**src/rtl/colouring_pkg.sv**
```systemverilog
// Shared types and helpers for colouring_search_engine: FSM states, colour-digit
// width derivation and the legal parameter range.
package colouring_pkg;

    typedef enum logic [1:0] {
        IDLE     = 2'd0,
        SEARCH   = 2'd1,
        REPORT   = 2'd2,
        FINISHED = 2'd3
    } state_e;

    // Bits needed to hold one colour digit; two colours still need one bit.
    function automatic int colour_width(input int colours);
        int w;
        if (colours <= 32'sd2) begin
            w = 32'sd1;
        end else begin
            w = $clog2(colours);
        end
        return w;
    endfunction

    function automatic bit params_ok(input int nodes, input int colours);
        return (nodes >= 32'sd2) && (nodes <= 32'sd16) &&
               (colours >= 32'sd2) && (colours <= 32'sd4);
    endfunction

endpackage

```
**src/rtl/colour_digit_counter.sv**
```systemverilog
// Mixed-radix colour-digit counter, digit 0 least significant.
// With COLOURING_SYMMETRY_BREAK_EN defined, digit 0 is pinned to colour 0.
module colour_digit_counter #(
    parameter int NODES   = 9,
    parameter int COLOURS = 3,
    parameter int CW      = 2
) (
    input  logic                clk,
    input  logic                reset_n,
    input  logic                clear,
    input  logic                advance,
    output logic [NODES*CW-1:0] digits,
    output logic                last
);

`ifdef COLOURING_SYMMETRY_BREAK_EN
    localparam int FIRST = 1;
`else
    localparam int FIRST = 0;
`endif
    localparam logic [CW-1:0] MAX_DIGIT = CW'(COLOURS - 1);
    localparam logic [CW-1:0] ONE_DIGIT = CW'(1'b1);

    logic [NODES*CW-1:0] digits_r;
    logic [NODES*CW-1:0] digits_nxt_s;
    logic                carry_s;
    logic                last_s;

    // Ripple increment over the active digits and detection of the final candidate
    always_comb begin
        digits_nxt_s = digits_r;
        carry_s      = 1'b1;
        last_s       = 1'b1;
        for (int i = FIRST; i < NODES; i++) begin
            last_s = last_s & (digits_r[i*CW +: CW] == MAX_DIGIT);
            if (carry_s) begin
                if (digits_r[i*CW +: CW] == MAX_DIGIT) begin
                    digits_nxt_s[i*CW +: CW] = '0;
                end else begin
                    digits_nxt_s[i*CW +: CW] = digits_r[i*CW +: CW] + ONE_DIGIT;
                    carry_s                  = 1'b0;
                end
            end else begin
                digits_nxt_s[i*CW +: CW] = digits_r[i*CW +: CW];
            end
        end
    end

    // Digit register: cleared at search start, stepped on request
    always_ff @(posedge clk or negedge reset_n) begin
        if (!reset_n) begin
            digits_r <= '0;
        end else if (clear) begin
            digits_r <= '0;
        end else if (advance) begin
            digits_r <= digits_nxt_s;
        end else begin
            digits_r <= digits_r;
        end
    end

    assign digits = digits_r;
    assign last   = last_s;

endmodule

```
**src/rtl/colouring_param_checker.sv**
```systemverilog
// Elaboration-time range check on the engine's NODES/COLOURS parameters.
module colouring_param_checker
    import colouring_pkg::*;
#(
    parameter int NODES   = 9,
    parameter int COLOURS = 3
) ();

    generate
        if (!params_ok(NODES, COLOURS)) begin : g_range_error
            $error("colouring_search_engine: NODES must be 2..16 and COLOURS 2..4");
        end
    endgenerate

endmodule

```
**src/rtl/colouring_search_engine.sv**
```systemverilog
// Brute-force graph-colouring engine: streams every valid colouring of a run-time
// adjacency matrix. Optional COLOURING_SYMMETRY_BREAK_EN pins vertex 0 to colour 0.
module colouring_search_engine
    import colouring_pkg::*;
#(
    parameter int NODES   = 9,
    parameter int COLOURS = 3,
    parameter int CW      = colour_width(COLOURS),
    parameter int CNT_W   = 16
) (
    input  logic                   clk,
    input  logic                   reset_n,
    input  logic                   start,
    input  logic                   abort,
    input  logic [NODES*NODES-1:0] adj,
    output logic                   busy,
    output logic                   sol_valid,
    input  logic                   sol_ready,
    output logic [NODES*CW-1:0]    colouring,
    output logic [CNT_W-1:0]       sol_count,
    output logic                   done,
    output logic                   exhausted
);

    localparam logic [CNT_W-1:0] ONE_CNT = CNT_W'(1'b1);

    state_e                 state_r, state_nxt_s;
    logic [NODES*NODES-1:0] adj_r;
    logic [NODES*CW-1:0]    digits_s;
    logic                   last_s;
    logic                   conflict_s;
    logic                   load_s, clear_s, advance_s;
    logic                   busy_r, busy_nxt_s;
    logic                   sol_valid_r, sol_valid_nxt_s;
    logic [NODES*CW-1:0]    colouring_r, colouring_nxt_s;
    logic [CNT_W-1:0]       sol_count_r, sol_count_nxt_s;
    logic                   done_r, done_nxt_s;
    logic                   exhausted_r, exhausted_nxt_s;

    colouring_param_checker #(
        .NODES   (NODES),
        .COLOURS (COLOURS)
    ) u_param_check ();

    colour_digit_counter #(
        .NODES   (NODES),
        .COLOURS (COLOURS),
        .CW      (CW)
    ) u_digits (
        .clk     (clk),
        .reset_n (reset_n),
        .clear   (clear_s),
        .advance (advance_s),
        .digits  (digits_s),
        .last    (last_s)
    );

    // Edge checker: an edge in either triangle of the matrix constrains the pair
    always_comb begin
        conflict_s = 1'b0;
        for (int i = 0; i < NODES; i++) begin
            for (int j = i + 1; j < NODES; j++) begin
                conflict_s = conflict_s |
                    ((adj_r[i*NODES+j] | adj_r[j*NODES+i]) &
                     (digits_s[i*CW +: CW] == digits_s[j*CW +: CW]));
            end
        end
    end

    // Search FSM next-state and next-output logic; abort always has priority
    always_comb begin
        state_nxt_s     = state_r;
        sol_valid_nxt_s = sol_valid_r;
        colouring_nxt_s = colouring_r;
        sol_count_nxt_s = sol_count_r;
        done_nxt_s      = done_r;
        exhausted_nxt_s = exhausted_r;
        load_s          = 1'b0;
        clear_s         = 1'b0;
        advance_s       = 1'b0;
        case (state_r)
            IDLE: begin
                if (start) begin
                    load_s          = 1'b1;
                    clear_s         = 1'b1;
                    sol_count_nxt_s = '0;
                    done_nxt_s      = 1'b0;
                    exhausted_nxt_s = 1'b0;
                    state_nxt_s     = SEARCH;
                end else begin
                    state_nxt_s = IDLE;
                end
            end
            SEARCH: begin
                if (abort) begin
                    state_nxt_s     = FINISHED;
                    done_nxt_s      = 1'b1;
                    exhausted_nxt_s = 1'b0;
                    sol_valid_nxt_s = 1'b0;
                end else if (!conflict_s) begin
                    colouring_nxt_s = digits_s;
                    sol_valid_nxt_s = 1'b1;
                    state_nxt_s     = REPORT;
                end else if (last_s) begin
                    state_nxt_s     = FINISHED;
                    done_nxt_s      = 1'b1;
                    exhausted_nxt_s = 1'b1;
                end else begin
                    advance_s = 1'b1;
                end
            end
            REPORT: begin
                if (abort) begin
                    state_nxt_s     = FINISHED;
                    done_nxt_s      = 1'b1;
                    exhausted_nxt_s = 1'b0;
                    sol_valid_nxt_s = 1'b0;
                end else if (sol_ready) begin
                    sol_valid_nxt_s = 1'b0;
                    sol_count_nxt_s = (sol_count_r == '1) ? sol_count_r : sol_count_r + ONE_CNT;
                    if (last_s) begin
                        state_nxt_s     = FINISHED;
                        done_nxt_s      = 1'b1;
                        exhausted_nxt_s = 1'b1;
                    end else begin
                        advance_s   = 1'b1;
                        state_nxt_s = SEARCH;
                    end
                end else begin
                    state_nxt_s = REPORT;
                end
            end
            FINISHED: begin
                if (!start) begin
                    state_nxt_s = IDLE;
                end else begin
                    state_nxt_s = FINISHED;
                end
            end
            default: begin
                state_nxt_s = IDLE;
            end
        endcase
        busy_nxt_s = (state_nxt_s == SEARCH) || (state_nxt_s == REPORT);
    end

    // State and registered outputs
    always_ff @(posedge clk or negedge reset_n) begin
        if (!reset_n) begin
            state_r     <= IDLE;
            busy_r      <= 1'b0;
            sol_valid_r <= 1'b0;
            colouring_r <= '0;
            sol_count_r <= '0;
            done_r      <= 1'b0;
            exhausted_r <= 1'b0;
        end else begin
            state_r     <= state_nxt_s;
            busy_r      <= busy_nxt_s;
            sol_valid_r <= sol_valid_nxt_s;
            colouring_r <= colouring_nxt_s;
            sol_count_r <= sol_count_nxt_s;
            done_r      <= done_nxt_s;
            exhausted_r <= exhausted_nxt_s;
        end
    end

    // Graph snapshot taken when a start is accepted
    always_ff @(posedge clk or negedge reset_n) begin
        if (!reset_n) begin
            adj_r <= '0;
        end else if (load_s) begin
            adj_r <= adj;
        end else begin
            adj_r <= adj_r;
        end
    end

    assign busy      = busy_r;
    assign sol_valid = sol_valid_r;
    assign colouring = colouring_r;
    assign sol_count = sol_count_r;
    assign done      = done_r;
    assign exhausted = exhausted_r;

endmodule

```
**config.mk**
```make
export PLATFORM = sky130hd
export DESIGN_NAME = colouring_search_engine
export DESIGN_NICKNAME = d
export VERILOG_FILES = /design/src/rtl/colouring_pkg.sv /design/src/rtl/colour_digit_counter.sv /design/src/rtl/colouring_param_checker.sv /design/src/rtl/colouring_search_engine.sv
export SDC_FILE = /design/constraint.sdc
export NUM_CORES = 1
export LEC_CHECK = 0
export CAP_MARGIN = 20
export CELL_PAD_IN_SITES_DETAIL_PLACEMENT = 1
export CELL_PAD_IN_SITES_GLOBAL_PLACEMENT = 1
export CORE_ASPECT_RATIO = 0.8
export CORE_MARGIN = 2
export CORE_UTILIZATION = 36
export CTS_CLUSTER_DIAMETER = 30
export DETAILED_ROUTE_END_ITERATION = 8
export GPL_TIMING_DRIVEN = 0
export PLACE_DENSITY_LB_ADDON = 0.1
export SYNTH_ARGS = -nofsm -noshare
export SYNTH_HDL_FRONTEND = slang
export SYNTH_SLANG_ARGS = --single-unit
```
**constraint.sdc**
```tcl
create_clock -name clk -period 2.4 [get_ports clk]
set_input_delay 0.48 -clock clk [delete_from_list [all_inputs] [get_ports clk]]
set_output_delay 0.48 -clock clk [all_outputs]
set_load 0.005 [all_outputs]
```
==> impl_metrics.py, run 1 <==
metrics = {
    "synth": {
        "yosysTopAreaCell": "dfrtp_1",
        "synth.top_cell.area_share_pct": 47.4,
        "syn_nets": 844,
        "synth_cell_types": 59,
        "synth_seq_cells": 130,
        "yosysMostFrequentCell": "nand2_1",
        "yosys.area_share.simple_pct": 23.3,
        "syn-instance-count": 752,
        "avgSynthCellArea_sq_um": 9.13,
        "synth_adder_area_share_pct": 1.09,
        "synth_edf_count": 0,
        "synth_flop_cell": "dfrtp_1",
        "syn_area_sq_um": 6870,
        "synth_xor_xnor_area_share_pct": 9.18,
        "synth_warnings": 0,
        "synth_top_family_by_area": "simple AND/OR/NAND/NOR gates",
        "yosys-top-cells-count": "nand2_1, dfrtp_1, xnor2_1",
        "synthMuxAreaShare_pct": 4.12,
        "synth-compound-area-share_pct": 10.3,
        "synthTopCellsByArea": "dfrtp_1, nand2_1, xnor2_1",
        "async_reset_ff_share_pct": 100,
        "ys_seq_area_share_pct": 47.4,
    },
    "timing": {
        "max_freq_ghz": 0.353,
        "finalCriticalPeriod_ns": 2.83,
        "min_period_over_period_pct": 118,
        "setup_violations": 42,
        "rsz0062_at_grt": "true",
        "worst_slack_ns": -0.433,
        "hold_viol_final": 0,
        "tns_ns": -13.59,
        "fin_skew_ns": 0.0121,
        "holdWs_ns": 0.0303,
        "slew_viol_final": 0,
        "worstMarginPinSlew_ns": 0.905,
        "slew_headroom_pct": 38.1,
    },
    "placed_design": {
        "port_buffers": 113,
        "placed_cell_area_sq_um": 8400,
        "place.gp.congestion": 0.850,
        "dp.cells": 1124,
        "dp_slack_ns": -0.550,
        "hpwlAfterDp_mm": 16.3,
    },
    "global_route": {
        "grt_max_degree": 67,
        "grt_remaining_overflow": 0,
        "grt_usage_pct": 25.2,
        "grt_pass1_vias": 6723,
        "grt_pass1_wl_mm": 37.7,
        "antenna_found_initial": 1,
    },
    "clock_network": {
        "clock_latency_ns": 0.43,
        "cts_tree": "built",
        "numClockSinks": 130,
        "cts-root-buf": "clkbuf_16",
        "cts_hold_buf": 0,
        "cts_buffers": 17,
        "clkTransAtPathRegs_ns": 0.06,
        "htree_levels": 4,
        "cts_buffer_depth": 2,
    },
    "final_layout": {
        "areaGrowthSynthToFinish_pct": 43.5,
        "postLayoutCellArea_sq_um": 9850,
        "final_nets": 1016,
        "layout-drive-gt1-share_pct": 20.6,
        "seqCellArea_sq_um": 3270,
        "multi_input_area_sq_um": 3560,
        "fin_util_pct": 52.2,
        "nFillCells": 2114,
        "stdcell_count": 1196,
    },
    "worst_setup_path": {
        "crit_family": "simple AND/OR/NAND/NOR gates",
        "cp_cell_sequence": "buf_4, buf_12, xnor2_1, o211ai_1, nand4_1, or4_4, buf_6, or2_4, o21a_4, buf_8, nand4b_4, mux2i_2",
        "critical_path_buf_inv_count": 4,
        "cp-end-kind": "flop",
        "cp-start-kind": "flop",
        "rrSetupSlack_ns": -0.43,
        "arrival_ns": 3.17,
        "critPathRequiredTime_ns": 2.74,
        "max_stage_delay_ns": 0.56,
        "crit_path_max_fanout": 10,
        "slowest_stage": "or4_4",
        "crit_type": "flop to flop",
    },
    "die": {
        "io_pins": 124,
        "start_util_pct": 36.4,
        "rows": 45,
        "core_area_sq_um": 18900,
        "dieArea_sq_um": 20200,
        "die_h_microns": 128,
        "die_w_microns": 158,
    },
    "routing": {
        "finalWirelength_mm": 24.4,
        "vias": 6098,
        "ant_nets": 0,
        "drc": 0,
        "routedWlPerCell_microns": 20.4,
        "dr.pass1.iters": 4,
        "viasPerCell": 5.10,
        "drt_iter0_drc": 320,
    },
    "outcome": {
        "failed_checks": "negative setup slack",
        "status": "finished, violations left",
    },
    "job": {
        "maxCapViolCount": 0,
    },
    "hold_path": {
        "hold_path.class": "input port to asynchronous set/reset pin",
    },
    "power_and_ir_drop": {
        "p_leak_nw": 4.51,
        "power_density_nw_per_um2": 936,
        "vdd_drop_max_mv": 0.398,
        "p_total_mw": 9.22,
    },
}
==> worst paths after layout <==
check                                        start                  end  cells past startpoint
min in group clk                         adj_r[66]            adj_r[66]                      2
worst min register to register           adj_r[66]            adj_r[66]                      2
worst max register to register  u_digits.digits[1]  u_digits.digits[12]                     12
max in group asynchronous                  reset_n   u_digits.digits[7]                      2
worst max-delay path            u_digits.digits[1]  u_digits.digits[12]                     12
worst min-delay path                       reset_n           state_r[0]                      1
==> per-layer routing <==
layer	global-route usage [%]	share of wire (%)	routed length (microns)
met5	0	0	0
met4	7.84	1.7	412
met3	5.39	4.2	1030
met2	39.7	47	11600
met1	34.7	47	11400
==> final cells by class <==
type | instances | share of cell area, %
buffer | 47 | 4.34
clock inverter | 13 | 2.12
timing repair buffer | 158 | 16.3
inverter | 4 | 0.152
sequential | 130 | 33.2
clock buffer | 19 | 4.50
tap | 258 | 3.28
multi-input combinational | 566 | 36.1
antenna | 1 | 0.0254
==> power by group <==
group | internal [mW] | switching [mW]
clock network | 1.87 | 1.04
registers | 2.83 | 0.415
logic | 1.24 | 1.82
total | 5.95 | 3.28
==> placed cells by master (no fill, tap or decap), types with 6 or more instances in the layout <==
master,Yosys,routed
nor2b_1,7,7
a21oi_2,0,6
xnor2_1,53,51
o21ai_0,43,25
nand2_1,271,269
clkbuf_1,23,13
dfrtp_1,130,118
o21ai_1,5,16
clkbuf_2,0,9
clkbuf_16,0,18
buf_6,6,26
o31ai_1,10,10
nor2_1,8,7
clkdlybuf4s50_1,0,112
buf_12,0,7
dfrtp_2,0,12
mux2_2,14,14
mux2i_1,8,7
nand3_1,8,7
xor2_1,19,19
o211ai_1,17,17
buf_4,16,29
==> sequential cells by signal, summed over array words and instances (netlist names) <==
signal	cells
adj_r	72
busy	1
colouring	18
done	1
exhausted	1
sol_count	16
sol_valid	1
state_r	2
u_digits.digits	18
==> logic make-up after synthesis <==
| group | Yosys count |
|---|---|
| compound gates | 111 |
| xor+xnor | 72 |
| fa+ha+maj | 6 |
| buf+inv | 56 |
| flops | 130 |
| mux | 26 |
| simple gates | 351 |
==> timing repair <==
action	4_1_cts	5_1_grt
setup endpoints to repair	63	124
setup buffers	32	8
cloned	4	1
gates resized for setup	88	59
pin swaps	30	23
Note: power is estimated with default switching activity, not from simulation.
==> run 2: changes to the inputs <==
Settings changed: GPL_TIMING_DRIVEN 0 to default, RECOVER_POWER from default to 50.
==> impl_metrics.py, run 2 (same netlist as run 1, synthesis figures left out) <==
metrics = {
    "outcome": {
        "status": "finished, violations left",
        "failed_checks": "negative setup slack",
    },
    "final_layout": {
        "mostFrequentLayoutCell": "nand2_1",
        "largest_register_ffs": 72,
        "regMostFlops": "adj_r",
        "layout-drive-gt1-share_pct": 20.0,
        "postLayoutCellArea_sq_um": 9820,
        "areaGrowthSynthToFinish_pct": 43.0,
        "nFillCells": 2129,
        "antenna_cells": 0,
        "final_cell_mix": "nand2_1, dfrtp_1, clkdlybuf4s50_1",
        "final_nets": 1014,
    },
    "clock_network": {
        "cts_tree": "built",
        "cts_buffer_depth": 2,
        "clock_latency_ns": 0.42,
        "cts_buffers": 17,
        "numClockSinks": 130,
        "htree_levels": 4,
        "cts-root-buf": "clkbuf_16",
        "clkTransAtPathRegs_ns": 0.06,
    },
    "worst_setup_path": {
        "arrival_ns": 3.01,
        "cp-start-kind": "flop",
        "critPathRequiredTime_ns": 2.72,
        "cp-end-kind": "flop",
        "crit_type": "flop to flop",
        "crit_path_max_fanout": 7,
    },
    "timing": {
        "finalCriticalPeriod_ns": 2.69,
        "max_freq_ghz": 0.372,
        "slew_headroom_pct": 21.3,
        "worstMarginPinSlew_ns": 1.18,
        "fin_skew_ns": 0.0110,
        "hold_viol_final": 0,
        "rsz0062_at_grt": "true",
        "worst_slack_ns": -0.289,
        "holdWs_ns": 0.472,
        "setup_violations": 42,
        "slew_viol_final": 0,
        "min_period_over_period_pct": 112,
    },
    "global_route": {
        "grt_pass1_vias": 6511,
        "antenna_found_initial": 0,
        "grt_pass1_wl_mm": 34.5,
        "grt_max_degree": 63,
        "grt_usage_pct": 22.2,
        "grt_remaining_overflow": 0,
    },
    "routing": {
        "finalWirelength_mm": 21.4,
        "dr.pass1.iters": 5,
        "drc": 0,
        "routedWlPerCell_microns": 17.9,
        "drt_iter0_drc": 255,
        "viasPerCell": 5.00,
        "vias": 5962,
        "ant_nets": 0,
    },
    "power_and_ir_drop": {
        "power_density_nw_per_um2": 929,
        "p_total_mw": 9.12,
        "vdd_drop_max_mv": 0.438,
        "p_leak_nw": 4.55,
    },
    "placed_design": {
        "placed_cell_area_sq_um": 8860,
        "dp_slack_ns": -0.429,
        "port_buffers": 114,
        "place.gp.congestion": 0.806,
        "hpwlAfterDp_mm": 15.0,
    },
    "die": {
        "core_area_sq_um": 18900,
        "io_pins": 124,
        "dieArea_sq_um": 20200,
        "die_h_microns": 128,
        "start_util_pct": 36.4,
        "rows": 45,
        "die_w_microns": 158,
    },
    "job": {
        "maxCapViolCount": 0,
    },
    "hold_path": {
        "hold_path.class": "flop to flop",
    },
}
run 2: cell types whose count changed in the layout (fill, tap and decap cells not counted), moves of 5 or more:
cell      previous run  this run
buf_4               29        57
buf_6               26        13
clkbuf_1            13         1
buf_12               7        17
clkbuf_2             9         0
buf_8                5         0
run 2: final timing paths:
path	slack, ns	start	end	cells past startpoint
setup / recovery	-0.29	u_digits.digits[7]	u_digits.digits[16]	9
hold / removal	0.47	adj_r[31]	adj_r[31]	2
setup reg to reg	-0.29	u_digits.digits[7]	u_digits.digits[16]	9
hold reg to reg	0.47	adj_r[31]	adj_r[31]	2
max in group asynchronous	0.26	reset_n	u_digits.digits[7]	3
min in group asynchronous	0.83	reset_n	sol_valid	2
run 2: timing repair:
| action | in CTS | in global routing |
|---|---|---|
| buffers inserted | 3 | 6 |
| pin swaps | 17 | 8 |
| cloned | 1 | 2 |
| resized for setup | 49 | 16 |
| endpoints found under the hold margin | 18 | 0 |
| hold buffers | 1 | 0 |
| setup endpoints to repair | 56 | 58 |
run 2: cell type report:
type,count,area [sq um],area share (%)
timing repair buffer,203,2080,21.2
tap,258,323,3.29
multi-input combinational,566,3470,35.3
clock buffer,19,453,4.61
sequential,130,3270,33.3
inverter,4,15.0,0.153
clock inverter,13,208,2.12
run 2: worst max-delay path: stages, from the launching register on:
cell	delay [ns]
dfrtp_2	0.51
buf_4	0.16
xor2_1	0.15
o22ai_1	0.11
or4_4	0.57
or3_4	0.42
o21a_4	0.24
buf_12	0.14
nand3_4	0.08
mux2i_1	0.23
run 2: routing by layer:
layer  track usage [%]  share of wire [%]
met5                 0                  0
met4              5.99                1.4
met3              5.09                3.5
met2              36.4                 49
met1              29.7                 47
run 2: metrics by stage:
step / util (%) / cells / TNS (ns)
5_1_grt: 52.1 / 1193 / -13.55
2_1_floorplan: - / 752 / -0.0687
6_report: 52.1 / 1193 / -9.73
4_1_cts: 51.4 / 1185 / -9.04
3_5_place_dp: 47.0 / 1148 / -15.29
3_3_place_gp: 47.0 / 1148 / -13.40
run 2: where the power goes:
part / switching [mW] / leakage, nW / internal (mW) / total, mW
combinational: 1.66 / 2.55 / 1.29 / 2.95
sequential: 0.419 / 1.68 / 2.83 / 3.25
clock: 1.01 / 0.323 / 1.90 / 2.91
total: 3.10 / 4.55 / 6.02 / 9.12
==> run 3: changes to the inputs <==
Settings changed: GPL_ROUTABILITY_DRIVEN from default to 0, HOLD_SLACK_MARGIN from default to 0.12.
==> results of run 3 <==
Same layout as run 2: the final DEF is identical, and so are final timing and power.
